[config.mk]
export PLATFORM = sky130hd
export DESIGN_NAME = decoder_sel_sequencer
export DESIGN_NICKNAME = d
export VERILOG_FILES = /design/src/rtl/decoder_sel_sequencer_pkg.sv /design/src/rtl/decoder_sel_sequencer_next_chan_finder.sv /design/src/rtl/decoder_sel_sequencer.sv
export SDC_FILE = /design/constraint.sdc
export NUM_CORES = 1
export LEC_CHECK = 0
export BUFFER_PORTS_ARGS = -buffer_cell sky130_fd_sc_hd__buf_2
export CORE_AREA = 5 5 69 71
export DETAILED_ROUTE_END_ITERATION = 16
export DIE_AREA = 0 0 74 76
export GPL_TIMING_DRIVEN = 0
export PLACE_DENSITY = 0.77
export SLEW_MARGIN = 25
export SYNTH_ARGS = -nofsm -noshare
export SYNTH_HDL_FRONTEND = slang
export SYNTH_HIERARCHICAL = 1
export SYNTH_SLANG_ARGS = --single-unit
[constraint.sdc]
create_clock -name clk -period 3.05 [get_ports clk]
set_clock_uncertainty 0.05 [all_clocks]
set_input_delay 0.4575 -clock clk [delete_from_list [all_inputs] [get_ports clk]]
set_output_delay 0.4575 -clock clk [all_outputs]
set_load 0.01 [all_outputs]
[src/rtl/decoder_sel_sequencer_pkg.sv]
// ---------------------------------------------------------------------------
// decoder_seq_pkg
//   Shared types and default sizes for the decoder select sequencer.
//   - seq_state_t : sequencer FSM states (IDLE, SCAN)
//   - SEL_W_DEF   : default select-code width (8 channels)
//   - DWELL_W_DEF : default dwell-time width, in clock cycles
// ---------------------------------------------------------------------------
package decoder_seq_pkg;

    localparam int SEL_W_DEF   = 3;
    localparam int DWELL_W_DEF = 8;

    typedef enum logic {
        IDLE = 1'b0,
        SCAN = 1'b1
    } seq_state_t;

endpackage : decoder_seq_pkg

[src/rtl/decoder_sel_sequencer_next_chan_finder.sv]
// ---------------------------------------------------------------------------
// next_chan_finder
//   Combinational search for the next enabled channel in a scan mask.
//   Ports:
//     mask    in  N      channel enable mask (N = 2**SEL_W)
//     cur     in  SEL_W  channel currently selected
//     first   in  1      1: return the lowest set bit, ignoring cur
//     nxt     out SEL_W  next channel to select
//     found   out 1      mask has at least one bit set
//     wrapped out 1      no set bit above cur; nxt is the lowest set bit
// ---------------------------------------------------------------------------
module next_chan_finder
    import decoder_seq_pkg::*;
#(
    parameter int SEL_W = SEL_W_DEF,
    localparam int N    = 1 << SEL_W
) (
    input  logic [N-1:0]     mask,
    input  logic [SEL_W-1:0] cur,
    input  logic             first,
    output logic [SEL_W-1:0] nxt,
    output logic             found,
    output logic             wrapped
);

    logic [SEL_W-1:0] lo_idx;
    logic             lo_hit;
    logic [SEL_W-1:0] up_idx;
    logic             up_hit;

    // Two priority scans in one ascending loop: the lowest set bit overall,
    // and the lowest set bit strictly above cur.
    always_comb begin
        // NOTE: combinational logic uses blocking '='; every variable gets a
        // default first so no path leaves it unassigned (no inferred latch).
        lo_idx = '0;
        lo_hit = 1'b0;
        up_idx = '0;
        up_hit = 1'b0;
        for (int i = 0; i < N; i++) begin
            if (mask[i] && !lo_hit) begin
                lo_idx = SEL_W'(i);
                lo_hit = 1'b1;
            end
            if (mask[i] && !up_hit && (i > int'(cur))) begin
                up_idx = SEL_W'(i);
                up_hit = 1'b1;
            end
        end
    end

    always_comb begin
        found   = lo_hit;
        wrapped = !first && !up_hit;
        nxt     = (first || !up_hit) ? lo_idx : up_idx;
    end

endmodule : next_chan_finder

[src/rtl/decoder_sel_sequencer.sv]
// ---------------------------------------------------------------------------
// decoder_sel_sequencer
//   Generates the select code for a downstream 3-to-8 decoder. On an accepted
//   start it latches the channel mask and dwell time, then visits each enabled
//   channel in ascending order, holding it for max(dwell,1) cycles. Single-pass
//   mode ends with a done pulse; continuous mode wraps to the lowest channel.
//   Ports:
//     clk       in   1        rising-edge clock
//     rst       in   1        asynchronous active-high reset
//     start     in   1        begin a scan (ignored while busy)
//     stop      in   1        abort; return to IDLE at the next edge
//     mode      in   1        0 = single pass, 1 = continuous
//     chan_en   in   N        channel enable mask, latched at start
//     dwell     in   DWELL_W  cycles per channel, latched at start (0 acts as 1)
//     sel       out  SEL_W    select code to the decoder
//     sel_valid out  1        sel is active; gates the decoder
//     busy      out  1        sequencer is scanning
//     done      out  1        1-cycle pulse at the end of a single pass
//     err       out  1        1-cycle pulse: start with an empty mask
// ---------------------------------------------------------------------------
module decoder_sel_sequencer
    import decoder_seq_pkg::*;
#(
    parameter int SEL_W   = SEL_W_DEF,
    parameter int DWELL_W = DWELL_W_DEF,
    localparam int N      = 1 << SEL_W
) (
    input  logic               clk,
    input  logic               rst,
    input  logic               start,
    input  logic               stop,
    input  logic               mode,
    input  logic [N-1:0]       chan_en,
    input  logic [DWELL_W-1:0] dwell,
    output logic [SEL_W-1:0]   sel,
    output logic               sel_valid,
    output logic               busy,
    output logic               done,
    output logic               err
);

    // -----------------------------------------------------------------------
    // State and registered outputs
    // -----------------------------------------------------------------------
    seq_state_t         state_q,     state_d;
    logic [SEL_W-1:0]   sel_q,       sel_d;
    logic               sel_valid_q, sel_valid_d;
    logic               busy_q,      busy_d;
    logic               done_q,      done_d;
    logic               err_q,       err_d;
    logic [DWELL_W-1:0] cnt_q,       cnt_d;
    logic [N-1:0]       mask_q,      mask_d;
    logic [DWELL_W-1:0] reload_q,    reload_d;

    // Counter reload value: a channel is held reload+1 cycles, so dwell=0
    // and dwell=1 both give a one-cycle hold.
    logic [DWELL_W-1:0] dwell_reload;
    assign dwell_reload = (dwell == '0) ? '0 : dwell - DWELL_W'(1);

    // -----------------------------------------------------------------------
    // Next-channel search. In IDLE it looks at the live mask (the one about
    // to be latched); while scanning it uses the latched mask.
    // -----------------------------------------------------------------------
    logic             in_idle;
    logic [SEL_W-1:0] fnd_nxt;
    logic             fnd_found;
    logic             fnd_wrapped;

    assign in_idle = (state_q == IDLE);

    next_chan_finder #(
        .SEL_W (SEL_W)
    ) u_finder (
        .mask    (in_idle ? chan_en : mask_q),
        .cur     (sel_q),
        .first   (in_idle),
        .nxt     (fnd_nxt),
        .found   (fnd_found),
        .wrapped (fnd_wrapped)
    );

    // -----------------------------------------------------------------------
    // Next-state and output logic
    // -----------------------------------------------------------------------
    always_comb begin
        state_d     = state_q;
        sel_d       = sel_q;
        sel_valid_d = sel_valid_q;
        busy_d      = busy_q;
        done_d      = 1'b0;
        err_d       = 1'b0;
        cnt_d       = cnt_q;
        mask_d      = mask_q;
        reload_d    = reload_q;

        unique case (state_q)
            IDLE: begin
                // stop outranks start when both arrive in IDLE.
                if (start && !stop) begin
                    if (fnd_found) begin
                        mask_d      = chan_en;
                        reload_d    = dwell_reload;
                        cnt_d       = dwell_reload;
                        sel_d       = fnd_nxt;
                        sel_valid_d = 1'b1;
                        busy_d      = 1'b1;
                        state_d     = SCAN;
                    end else begin
                        err_d = 1'b1;
                    end
                end
            end

            SCAN: begin
                if (stop) begin
                    // Abort outranks any advance or end-of-pass this cycle.
                    state_d     = IDLE;
                    sel_d       = '0;
                    sel_valid_d = 1'b0;
                    busy_d      = 1'b0;
                    cnt_d       = '0;
                end else if (cnt_q != '0) begin
                    cnt_d = cnt_q - DWELL_W'(1);
                end else if (!fnd_wrapped || mode) begin
                    // Next channel above, or wrap to the lowest in continuous
                    // mode (a lone channel simply reloads in place).
                    sel_d = fnd_nxt;
                    cnt_d = reload_q;
                end else begin
                    state_d     = IDLE;
                    sel_d       = '0;
                    sel_valid_d = 1'b0;
                    busy_d      = 1'b0;
                    done_d      = 1'b1;
                    cnt_d       = '0;
                end
            end

            default: begin
                state_d = IDLE;
            end
        endcase
    end

    // -----------------------------------------------------------------------
    // State register
    // -----------------------------------------------------------------------
    // NOTE: the mask and dwell latches are ordinary flops, so they are reset
    // along with everything else; no register is left uninitialised.
    always_ff @(posedge clk or posedge rst) begin
        if (rst) begin
            state_q     <= IDLE;
            sel_q       <= '0;
            sel_valid_q <= 1'b0;
            busy_q      <= 1'b0;
            done_q      <= 1'b0;
            err_q       <= 1'b0;
            cnt_q       <= '0;
            mask_q      <= '0;
            reload_q    <= '0;
        end else begin
            state_q     <= state_d;
            sel_q       <= sel_d;
            sel_valid_q <= sel_valid_d;
            busy_q      <= busy_d;
            done_q      <= done_d;
            err_q       <= err_d;
            cnt_q       <= cnt_d;
            mask_q      <= mask_d;
            reload_q    <= reload_d;
        end
    end

    assign sel       = sel_q;
    assign sel_valid = sel_valid_q;
    assign busy      = busy_q;
    assign done      = done_q;
    assign err       = err_q;

endmodule : decoder_sel_sequencer

* Word level (Yosys, flattened, before mapping)
Index checks and enable logic that the tools add are counted.
** Operators by class
- Add/sub/neg operators :: 2
- Div/mod/pow operators :: 0
- Reductions and logical operators :: 46
- Multipliers :: 0
- Bitwise operators :: 1
- Magnitude comparators :: 7
- Equal/unequal tests :: 4
- Mux-type cells :: 63
- Shifts and indexed selects :: 0
** Operators with widths (number)
- $mux 8 :: 7
- $mux 3 :: 16
- $mux 1 :: 34
- $logic_and 1x1->1 :: 22
- $logic_not 1->1 :: 16
- $pmux 8 s2 :: 1
- $sub 8x1->8 const B :: 2
- $gt 3x3->1 const A :: 4
- $logic_not 8->1 :: 1
- $reduce_bool 8->1 :: 1
- $gt 2x3->1 const A :: 2
- $ne 3x3->1 const B :: 2
- $pmux 3 s2 :: 1
- $reduce_and 3->1 :: 2
- $mux 2 :: 2
- $ne 2x2->1 const B :: 2
- $pmux 1 s2 :: 2
- $reduce_and 4->1 :: 1
- $gt 1x3->1 const A :: 1
- $logic_or 1x1->1 :: 2
- $reduce_and 2->1 :: 1
- $not 1->1 :: 1
** Storage, ports and cells
- Word-level logic and storage cells :: 131
- Bits of input ports :: 21
- Output and inout port bits :: 7
- Bits in writable memories :: 0
- Latch bits :: 0
- Register bits :: 31
- Memories :: 0
- Memory bits (read-only) :: 0

* Depth between registers and ports, before layout
- Depth after elaboration :: 35
- Depth in mapped cells :: 13
- Gate-level depth less buffers :: 10

* Cells and area by module
Netlist, hierarchy kept.
** By module, submodules not included
- decoder_sel_sequencer :: area each 1929.4 um^2, instances 1, seq. area each 775.7 um^2, cells each 212
- next_chan_finder :: area each 314.1 um^2, instances 1, seq. area each 0.0 um^2, cells each 50

* Worst setup path after synthesis
Ideal clock, no wire load.
- Kind :: register to register
- Start :: reg state_q
- End :: reg state_q
- Arrival time :: 2641 ps
- Buffers on the path :: 4
- Stages on the path, launching flop included :: 12
- Library setup time :: 143 ps
- Slack :: 216 ps
- Data required time :: 2857 ps
- Period minus slack after synthesis :: 2834 ps
- Path through :: dfrtp_1 buf_6 clkbuf_1 mux2_2 or3_4 nor2_1 nand2_1 and3b_1 clkbuf_1 nand2_1 clkbuf_1 o21ai_0
** Between the ends
- Elaborated cells between the ends (all ways) :: 60
- Those cells by class :: mux: 22; bitwise: 1; reduce/logical: 37
** RTL lines
- start, declared :: line decoder_sel_sequencer.sv:45 : seq_state_t state_q, state_d;
- start signal, assigned :: line decoder_sel_sequencer.sv:162 : state_q <= state_d;
- $mux 8 * :: line decoder_sel_sequencer.sv:74 : .mask (in_idle ? chan_en : mask_q),
- $mux 1 :: line decoder_sel_sequencer_next_chan_finder.sv:41 : if (mask[i] && !lo_hit) begin
- $logic_not 1->1 :: line decoder_sel_sequencer_next_chan_finder.sv:41
- $logic_and 1x1->1 :: line decoder_sel_sequencer_next_chan_finder.sv:41
- $mux 1 :: line decoder_sel_sequencer_next_chan_finder.sv:41
- $logic_not 1->1 :: line decoder_sel_sequencer_next_chan_finder.sv:41
- $logic_and 1x1->1 :: line decoder_sel_sequencer_next_chan_finder.sv:41
- $mux 1 :: line decoder_sel_sequencer_next_chan_finder.sv:41
- (+12 left out)
- $logic_not 1->1 :: line decoder_sel_sequencer_next_chan_finder.sv:41
- $logic_and 1x1->1 :: line decoder_sel_sequencer_next_chan_finder.sv:41
- $mux 1 * :: line decoder_sel_sequencer_next_chan_finder.sv:41
- named net fnd_found :: line decoder_sel_sequencer.sv:66 : logic fnd_found;
- $mux 1 * :: line decoder_sel_sequencer.sv:100 : if (fnd_found) begin
- $mux 1 * :: line decoder_sel_sequencer.sv:99 : if (start && !stop) begin
- $pmux 1 s2 * :: line decoder_sel_sequencer.sv:96 : unique case (state_q)
- named net state_d :: line decoder_sel_sequencer.sv:45
The timed path passes the listed nets; every way through them passes the cells marked *.
A chain may end at the register's enable or synchronous reset.

* Worst setup path in the final report
Same ends and word-level chain as after synthesis.

==> reports/qor.yml <==
sta:
  slew_headroom: 0.555
  hold_viol_final: 0
  setup_viol: 0
  period_share: 0.951
  slew_violations: 0
  max_clock_freq_mhz: 345
  period_needed_ns: 2.90
  tightest_slew_ns: 0.666
routing:
  drt-initial-drc-count: 185
  drc_errors: 0
  vias: 2119
  route.antenna.remaining_nets: 0
  finalWirelength_um: 5770
  drt-pass1-iter-count: 4
  viasPerCell: 6.04
  wl_per_cell_um: 16.4
placement:
  dpl.hpwl_um: 4260
  gp_congestion: 0.914
  dp.cells: 341
  io_buffers: 27
critical_path:
  r2r_start: "state_q$_DFF_PP0_"
  cp-start-kind: "register"
  end_kind: "register"
  max_stage_delay_ns: 0.43
  r2r_cells: 11
  cp_num_cells: 11
  arrival_ns: 3.00
  crit_buf_inv: 4
  cp.required_ns: 3.15
  r2r-end: "state_q$_DFF_PP0_"
  reg2reg_slack_ns: 0.15
  critical_path.startpoint: "state_q$_DFF_PP0_"
  crit_end: "state_q$_DFF_PP0_"
  critPathKind: "register to register"
  crit_path_cell_trace: "buf_6 -> clkbuf_4 -> mux2_2 -> or3_4 -> nor2_1 -> nand2_1 -> and3b_1 -> clkbuf_1 -> nand2_2 -> buf_4 -> o21ai_0"
  slowest_stage: "mux2_2"
  worstPathMaxFanout: 10
  cpLargestDelayFamily: "simple AND/OR/NAND/NOR gates"
run:
  max_cap_viol_count: 0
final_layout:
  area_growth_pct: 14.6
  drive_gt1_frac: 0.251
  n_antenna_cell: 0
  fin_nets: 323
  fin_util: 0.616
  stdcell_count: 351
global_routing:
  grt_max_degree: 32
  grt_pass1_vias: 2077
  grt_antenna_before_repair: 0
  grtUsageTotal: 0.217
  grt-ovfl-total: 0
  grt_pass1_wl_um: 9620
die:
  rows: 24
  start_util: 0.537
  core_um2: 4170
  pin_count: 28
  die_area_um2: 5620
  die_x_um: 74
  chipHeight_um: 76
clocking:
  cts-htree-levels: 2
  cts-root-buf: "clkbuf_8"
  cts_hold_buf: 0
  tritoncts: "yes"
  clock-sinks: 31
  clock_path_buffers: 2
  clock_latency_ns: 0.29
  cts.clk_slew.worst_paths_ns: 0.07
  cts_made_buffers: 5
synth:
  ys_types: 65
  ys_ff_latch: 31
  syn-num-nets: 287
  synth-main-ff-cell: "dfrtp_1"
  synth_warnings: 6
  synth-edff-count: 0
  syn_area_um2: 2240
  syn_avg_cell_area_um2: 8.56
  netlist_instances: 262
  async_reset_ff_frac: 1.00
  yosysSeqAreaShare: 0.346
power_and_ir_drop:
  peakVddDrop_mv: 0.273
  p_total_w: 0.00153
  power_density_nw_per_um2: 596
  p_leak_nw: 1.16
outcome:
  status: "finished, final reports clean"
min_path:
  min_path_type: "input pin to asynchronous set/reset pin"
## cells in the final DEF, fill, tap and decap left out, types with 4 or more instances in the layout
master,synthesis,final
nand2_1,46,45
clkbuf_8,0,5
nor2_1,16,16
inv_2,3,4
a31oi_1,4,4
nor4_2,2,4
mux2_2,8,8
buf_4,1,4
buf_2,0,27
a21o_1,5,5
dfrtp_1,31,31
nor3b_1,4,4
inv_1,11,10
ha_1,4,4
a21oi_1,14,14
nand2b_1,6,6
o21ai_0,26,26
nor2b_1,4,4
## routing by layer
metal | vias up | wire length [um] | global-route usage | part of all wire
li1 | 1030 | - | - | -
met5 | - | 0 | 0 | 0
met1 | 1013 | 2440 | 0.272 | 0.42
met3 | 13 | 324 | 0.0462 | 0.056
met2 | 63 | 2840 | 0.359 | 0.49
met4 | 0 | 170 | 0.0833 | 0.029
## report_power, final
part,switching [W],internal (W)
Combinational,0.000352,0.000262
Sequential,0.0000966,0.000502
Clock,0.000163,0.000156
## worst register-to-register path: stages, from the launching register on
cell and delay [ns]:
dfrtp_1 0.35, buf_6 0.16, clkbuf_4 0.24, mux2_2 0.44, or3_4 0.41, nor2_1 0.13
nand2_1 0.10, and3b_1 0.20, clkbuf_1 0.21, nand2_2 0.17, buf_4 0.21, o21ai_0 0.11
## final cells by class
| type | count | area, um^2 |
|---|---|---|
| inverter | 14 | 52.6 |
| clock inverter | 3 | 15.0 |
| fill | 377 | 1600 |
| multi-input combinational | 206 | 1350 |
| timing repair buffer | 29 | 150 |
| buffer | 11 | 95.1 |
| clock buffer | 5 | 68.8 |
| sequential | 31 | 776 |
| tap | 52 | 65.1 |
## logic make-up after synthesis
| group | synth area share |
|---|---|
| AND/OR/NAND/NOR | 0.251 |
| flip-flops | 0.346 |
| adder cells (fa/ha/maj) | 0.0223 |
| multiplexers | 0.0496 |
| buffers and inverters | 0.0625 |
| XOR/XNOR | 0.0117 |
| AO/OA/AOI/OAI | 0.257 |
## worst min path at each step
stage	endpoint	cells past startpoint
2_1_floorplan	mask_q[0]$_DFFE_PP0P_	2
3_5_place_dp	mask_q[7]$_DFFE_PP0P_	2
5_1_grt	mask_q[1]$_DFFE_PP0P_	2
6_report	mask_q[7]$_DFFE_PP0P_	2
4_1_cts	mask_q[4]$_DFFE_PP0P_	2
3_3_place_gp	mask_q[6]$_DFFE_PP0P_	2
## sequential cells by signal, summed over array words and instances, names as in the netlist
name and count:
cnt_q 8, mask_q 8, done 1, state_q 1, busy 1, reload_q 8, err 1, sel 3
## timing repair
item	in CTS	in global routing
gates resized for setup	4	5
setup buffers	0	2
endpoints found under the setup margin	19	19
pin swaps	0	1
## stage by stage
stage | setup WS [ns] | setup TNS (ns) | hold WS, ns | cell area (um^2)
CTS | 0.0493 | 0 | 0.234 | 2530
global route | -0.00940 | -0.00940 | 0.269 | 2570
detailed placement | -0.468 | -4.77 | 0.412 | 2440
floorplan | 0.216 | 0 | 0.390 | 2240
finish | 0.148 | 0 | 0.210 | 2570
global placement | -0.421 | -3.67 | 0.405 | 2440
## cell usage after synthesis (all sizes together), types with 2 or more instances
library cell	number	area, um^2
or4	3	30.0
buf	5	61.3
a31oi	4	25.0
or3b	2	17.5
ha	4	50.1
dfrtp	31	776
nor2b	4	25.0
nor3	3	15.0
a22oi	3	22.5
o21ai	27	135
a21boi	2	15.0
nand4	3	18.8
nor4	7	56.3
a211oi	2	15.0
a221oi	5	67.6
nand2b	6	37.5
inv	14	52.6
mux2	9	101
o22ai	3	18.8
a21oi	15	78.8
o31ai	3	27.5
nor4b	3	26.3
clkbuf	6	26.3
nand2	46	173
xor2	2	17.5
nor2	18	86.3
a21o	5	37.5
nor3b	4	30.0
or3	2	17.5
o2111ai	2	17.5
(Power assumes the default switching activity.)
